==> src/rtl/cycle_stim_pkg.sv <==
// Shared types and constants for the cycle-computer stimulus sequencer.
package cycle_stim_pkg;

    typedef enum logic [1:0] {
        IDLE = 2'd0,
        RUN  = 2'd1,
        DONE = 2'd2
    } state_t;

    localparam int unsigned CH_FORK  = 0;
    localparam int unsigned CH_CRANK = 1;
    localparam int unsigned CH_MODE  = 2;
    localparam int unsigned CH_TRIP  = 3;

    localparam int unsigned PER_W_DEF = 16;
    typedef logic [PER_W_DEF-1:0] period_t;

endpackage

==> src/rtl/stim_pulse_chan.sv <==
// One pulse channel: phase counter, period compare and registered pulse.
// period_i is the period that applies to the coming cycle; the pulse is
// registered from the next phase value so pulse_o lines up with phase.
module stim_pulse_chan #(
    parameter int unsigned PER_W = 16
) (
    input  logic             clk_i,
    input  logic             rst_i,
    input  logic [PER_W-1:0] period_i,
    input  logic             clear_i,
    input  logic             enable_i,
    output logic             pulse_o
);

    logic [PER_W-1:0] phase_q, phase_d;
    logic             pulse_q, pulse_d;
    logic             wrap;

    // Next phase and pulse; idle or clear restarts the phase at 0.
    always_comb begin
        phase_d = '0;
        pulse_d = 1'b0;
        wrap    = (period_i != '0) && (phase_q == period_i - 1'b1);
        if (enable_i) begin
            if (!clear_i && !wrap) begin
                phase_d = phase_q + 1'b1;
            end
            pulse_d = (period_i != '0) && (phase_d == period_i - 1'b1);
        end
    end

    // Phase and pulse registers.
    always_ff @(posedge clk_i or posedge rst_i) begin
        if (rst_i) begin
            phase_q <= '0;
            pulse_q <= 1'b0;
        end else begin
            phase_q <= phase_d;
            pulse_q <= pulse_d;
        end
    end

    assign pulse_o = pulse_q;

endmodule

==> src/rtl/cycle_sensor_stim_seq.sv <==
// Scenario sequencer for fork/crank/mode/trip pulse trains.
// Optional macro STIM_SEQ_LOOP_EN: wrap to step 0 after the last step
// instead of entering DONE.
module cycle_sensor_stim_seq
    import cycle_stim_pkg::*;
#(
    parameter int unsigned NUM_CH      = 4,
    parameter int unsigned PER_W       = 16,
    parameter int unsigned DEPTH       = 16,
    parameter int unsigned STEP_CYCLES = 1000
) (
    input  logic                       HCLK,
    input  logic                       HRESET,
    input  logic                       cfg_we,
    input  logic [$clog2(DEPTH)-1:0]   cfg_step,
    input  logic [$clog2(NUM_CH)-1:0]  cfg_ch,
    input  logic [PER_W-1:0]           cfg_period,
    input  logic [$clog2(DEPTH):0]     cfg_num_steps,
    input  logic                       start,
    input  logic                       stop,
    output logic [NUM_CH-1:0]          pulse_out,
    output logic [$clog2(DEPTH)-1:0]   step_idx,
    output logic                       busy,
    output logic                       done
);

    localparam int unsigned SI_W = $clog2(DEPTH);
    localparam int unsigned CH_W = $clog2(NUM_CH);
    localparam int unsigned SC_W = $clog2(STEP_CYCLES);

    logic [PER_W-1:0] table_q [DEPTH][NUM_CH];

    state_t          state_q, state_d;
    logic [SI_W-1:0] step_idx_q, step_idx_d;
    logic [SC_W-1:0] step_cnt_q, step_cnt_d;
    logic [SI_W:0]   num_steps_q, num_steps_d;
    logic            step_term, last_step;
    logic            chan_en, chan_clr;

    // Scenario table; writable only outside RUN, out-of-range channels ignored.
    always_ff @(posedge HCLK or posedge HRESET) begin
        if (HRESET) begin
            for (int unsigned s = 0; s < DEPTH; s++) begin
                for (int unsigned c = 0; c < NUM_CH; c++) begin
                    table_q[s][c] <= '0;
                end
            end
        end else if (cfg_we && state_q != RUN) begin
            for (int unsigned c = 0; c < NUM_CH; c++) begin
                if (cfg_ch == CH_W'(c)) begin
                    table_q[cfg_step][c] <= cfg_period;
                end
            end
        end
    end

    // Next-state, step counter and step index; stop outranks start and advance.
    always_comb begin
        state_d     = state_q;
        step_idx_d  = step_idx_q;
        step_cnt_d  = step_cnt_q;
        num_steps_d = num_steps_q;
        step_term   = (state_q == RUN) && (step_cnt_q == SC_W'(STEP_CYCLES - 1));
        last_step   = (({1'b0, step_idx_q} + 1'b1) == num_steps_q);
        case (state_q)
            IDLE, DONE: begin
                if (stop) begin
                    state_d = IDLE;
                end else if (start) begin
                    num_steps_d = cfg_num_steps;
                    step_idx_d  = '0;
                    step_cnt_d  = '0;
                    state_d     = (cfg_num_steps != '0) ? RUN : DONE;
                end
            end
            RUN: begin
                if (stop) begin
                    state_d    = IDLE;
                    step_cnt_d = '0;
                end else if (step_term) begin
                    step_cnt_d = '0;
                    if (last_step) begin
`ifdef STIM_SEQ_LOOP_EN
                        step_idx_d = '0;
`else
                        state_d = DONE;
`endif
                    end else begin
                        step_idx_d = step_idx_q + 1'b1;
                    end
                end else begin
                    step_cnt_d = step_cnt_q + 1'b1;
                end
            end
            default: state_d = IDLE;
        endcase
        chan_en  = (state_d == RUN);
        chan_clr = (state_q != RUN) || step_term;
    end

    // Sequencer state registers.
    always_ff @(posedge HCLK or posedge HRESET) begin
        if (HRESET) begin
            state_q     <= IDLE;
            step_idx_q  <= '0;
            step_cnt_q  <= '0;
            num_steps_q <= '0;
        end else begin
            state_q     <= state_d;
            step_idx_q  <= step_idx_d;
            step_cnt_q  <= step_cnt_d;
            num_steps_q <= num_steps_d;
        end
    end

    // Channels read the period of the step that the coming cycle belongs to.
    for (genvar c = 0; c < NUM_CH; c++) begin : g_chan
        stim_pulse_chan #(.PER_W(PER_W)) u_chan (
            .clk_i    (HCLK),
            .rst_i    (HRESET),
            .period_i (table_q[step_idx_d][c]),
            .clear_i  (chan_clr),
            .enable_i (chan_en),
            .pulse_o  (pulse_out[c])
        );
    end

    assign step_idx = step_idx_q;
    assign busy     = (state_q == RUN);
    assign done     = (state_q == DONE);

endmodule

==> config.mk <==
export PLATFORM = sky130hd
export DESIGN_NAME = cycle_sensor_stim_seq
export DESIGN_NICKNAME = d
export VERILOG_FILES = /design/src/rtl/cycle_stim_pkg.sv /design/src/rtl/stim_pulse_chan.sv /design/src/rtl/cycle_sensor_stim_seq.sv
export SDC_FILE = /design/constraint.sdc
export NUM_CORES = 2
export LEC_CHECK = 0
export ABC_CLOCK_PERIOD_IN_PS = 43900
export BUFFER_PORTS_ARGS = -buffer_cell sky130_fd_sc_hd__buf_4
export CAP_MARGIN = 20
export CORE_ASPECT_RATIO = 0.7
export CORE_MARGIN = 3
export CORE_UTILIZATION = 62
export CTS_CLUSTER_DIAMETER = 40
export DETAILED_ROUTE_END_ITERATION = 6
export GPL_TIMING_DRIVEN = 0
export MAX_ROUTING_LAYER = met4
export PLACE_DENSITY = 0.76
export SKIP_CTS_REPAIR_TIMING = 1
export SYNTH_ARGS = -nofsm -noshare
export SYNTH_HDL_FRONTEND = slang
export SYNTH_SLANG_ARGS = --single-unit
export TNS_END_PERCENT = 50
==> constraint.sdc <==
create_clock -name HCLK -period 43.9 [get_ports HCLK]
set_clock_uncertainty 0.1 [all_clocks]
set_input_delay 4.39 -clock HCLK [delete_from_list [all_inputs] [get_ports HCLK]]
set_output_delay 4.39 -clock HCLK [all_outputs]
set_load 0.1 [all_outputs]
==> results by group <==
Status
  – Outcome: finished with violations
  – Violated checks: DRC

Min path
  – Hold Crit Class: reg2reg
  – Hold Startpoint: table_q[1]$_DFFE_PP0P_

Clock tree
  – Clock Tree Buf Depth: 3
  – Clock Pin Slew Worst Setup and Hold Paths: 60 ps
  – TritonCTS clock tree: yes
  – Clock Root Buffer: clkbuf_16
  – CTS Sinks: 1113
  – Clk_lat worst skew: 780 ps
  – H-tree levels: 4
  – TritonCTS buffer count: 135

Setup path
  – Slowest CP cell: a22oi_1
  – CP max stage delay: 910 ps
  – Delay-heaviest family, CP: buffers and inverters
  – Crit end category: flop
  – Worst flop-to-flop path startpoint: state_q[1]$_DFF_PP0_
  – Worst EP arrival: 13750 ps
  – CP startpoint: stop
  – CP Class: in2reg
  – CP Max Fanout: 10
  – Crit start category: input port
  – Critical Path RT: 44430 ps
  – CP Buf/Inv Count: 10

Cells and area
  – Nets: 5464
  – Area of the multi-input gates: 0.0282 sq mm
  – Register area: 0.0279 sq mm
  – Final core utilization: 71.6%
  – # fillers: 6620
  – Synth-to-layout area growth: 13.8%
  – Layout cell share with drive strength beyond 1: 29.4%
  – Design area: 0.0663 sq mm
  – Non-Filler Instances: 6806

Synth
  – FF+latch count, synth: 1113
  – Synth top area share: 47.8%
  – Simple-gate share of the synthesized area: 11.3%
  – Synth cell types: 99
  – Synth Cell Area: 0.0583 sq mm
  – Post-synthesis cell count: 5171
  – Mux cell area share after synthesis: 24.2%
  – Predominant post-synthesis flop cell: dfrtp_1
  – Largest family of logic cells by synthesized area: multiplexers
  – Avg Inst Size Synth: 11.3 sq um
  – Fraction of registers with async set/reset: 100%
  – Post-Synth Adder-Cell Area: 0.215%
  – Compound-gate portion of the synthesized area: 9.24%
  – List of most frequent post-synthesis cells: dfrtp_1, mux2_2, nand2_1
  – Area contributors post-synth: dfrtp_1, mux2_2, mux2i_1, nand2_1, nand3_1
  – Sequential fraction of the synthesis area: 47.8%
  – YS warnings: 0
  – Synthesized net count: 5213
  – Area leader, netlist: dfrtp_1
  – Most frequent cell after synthesis: dfrtp_1
  – XOR/XNOR share of the synthesized area: 3.35%
  – Post-synth EDFFs: 0

Detailed routing
  – DRT Wirelength: 288 mm
  – Initial DRC count: 11200
  – Post-DRT Antenna Nets: 0
  – Drt first pass iters: 7
  – Vias per Instance: 7.74
  – # DRC: 242
  – Drt wl/cell: 42.3 um
  – DR vias: 52700

Timing
  – Worst Hold Slack: 398 ps
  – Final Cycle Share: 30.1%
  – Fmax: 0.0756 GHz
  – Max-slew violation total from the final report: 0
  – Final count of negative-setup-slack endpoints: 0
  – Final hold vios: 0
  – Final Worst Setup Slack: 30670 ps
  – Slew @ Worst Pin: 1420 ps
  – Period minus WS final: 13230 ps
  – Setup tns final: 0 ps
  – RSZ-0062 raised after global routing: no
  – Relative slew margins: 5.26%

Global route
  – First-pass GRT wire length: 387 mm
  – Pin count of the biggest net entering global routing: 125
  – Total grt overflow: 0
  – Gr usage total: 59.6%
  – Antenna violations before repair: 31
  – Vias in the first global route: 48400

Floorplan
  – Die width: 372 um
  – Die Span Y: 262 um
  – Initial core utilization: 62.9%
  – Die area: 0.0978 sq mm
  – Core Region: 0.0926 sq mm
  – Row count: 93
  – IO Pins: 42

Power and ir drop
  – Power consumption: 2.92 mW
  – Max VDD drop: 0.0000445 V
  – Pleak: 30.8 nW
  – Pwr/cell area: 44.0 mW/mm^2

Placement
  – Number of instances in the placed design: 6507
  – Placer congestion estimate: 1.13
  – PortBufs: 24
  – Final HPWL DP: 206 mm
  – Place WS: 30590 ps
  – Dpl cell area: 0.0613 sq mm

Job
  – Max_cap viols: 0
[power by group]
group / internal, mW / total (mW) / switching (mW) / leakage (nW)
combinational: 0.203 / 0.496 / 0.292 / 13.6
sequential: 1.14 / 1.22 / 0.0782 / 15.0
clock: 0.709 / 1.20 / 0.494 / 2.27
[final timing paths]
path                            slack (ps)  cells past startpoint                               endpoint
worst max-delay path                 30670                     29  g_chan[1].u_chan.phase_q[0]$_DFF_PP0_
min in group asynchronous             3540                      2               table_q[590]$_DFFE_PP0P_
worst min register to register         400                      1                 table_q[1]$_DFFE_PP0P_
worst max register to register       33940                     29  g_chan[1].u_chan.phase_q[0]$_DFF_PP0_
max in group asynchronous            37020                      7  g_chan[0].u_chan.phase_q[2]$_DFF_PP0_
worst min-delay path                   400                      1                 table_q[1]$_DFFE_PP0P_
[metal layers]
| layer | track usage (%) | vias to the layer above | share of wire (%) |
|---|---|---|---|
| met1 | 72.4 | 26200 | 35 |
| met2 | 68.5 | 5693 | 35 |
| met4 | 35.6 | 0 | 8.1 |
| met3 | 43.6 | 1492 | 21 |
| met5 | - | - | 0 |
| li1 | - | 19300 | - |
[sequential cells by signal, summed over array words and instances, names as in the netlist]
name                   flops
g_chan.u_chan.phase_q     64
g_chan.u_chan.pulse_o      4
num_steps_q                5
state_q                    2
step_cnt_q                10
step_idx                   4
table_q                 1024
[cells in the final DEF, fill, tap and decap left out, types with 41 or more instances in the layout]
cell type,n
a211oi_1,123
a221oi_1,51
dfrtp_1,1113
nand3_1,214
nor2_1,197
clkbuf_1,249
a22oi_1,41
nor2b_1,41
a31oi_1,44
and3_1,64
nand4_1,54
nand2_1,545
diode_2,44
a21oi_1,104
buf_4,73
xnor2_1,91
mux2_2,1038
nor3_1,70
o21ai_0,58
buf_2,94
clkbuf_16,141
inv_1,67
xor2_1,66
mux2i_1,236
[cell families after synthesis]
group                    count (synthesis)
multiplexers                          1275
XOR/XNOR                               183
flip-flops                            1113
adder cells (fa/ha/maj)                 10
buffers and inverters                  498
AND/OR/NAND/NOR                       1374
AO/OA/AOI/OAI                          718
[layout make-up]
cell class	instances	area share, %
Timing Repair Buffer	114	2.37
Clock buffer	176	5.88
Inverter	73	0.428
Buffer	425	3.02
Antenna cell	44	0.166
Clock inverter	66	1.24
Tap cell	1235	2.33
Sequential cell	1113	42.0
Multi-Input combinational cell	3560	42.6
Power figures use the tool's default switching activity.
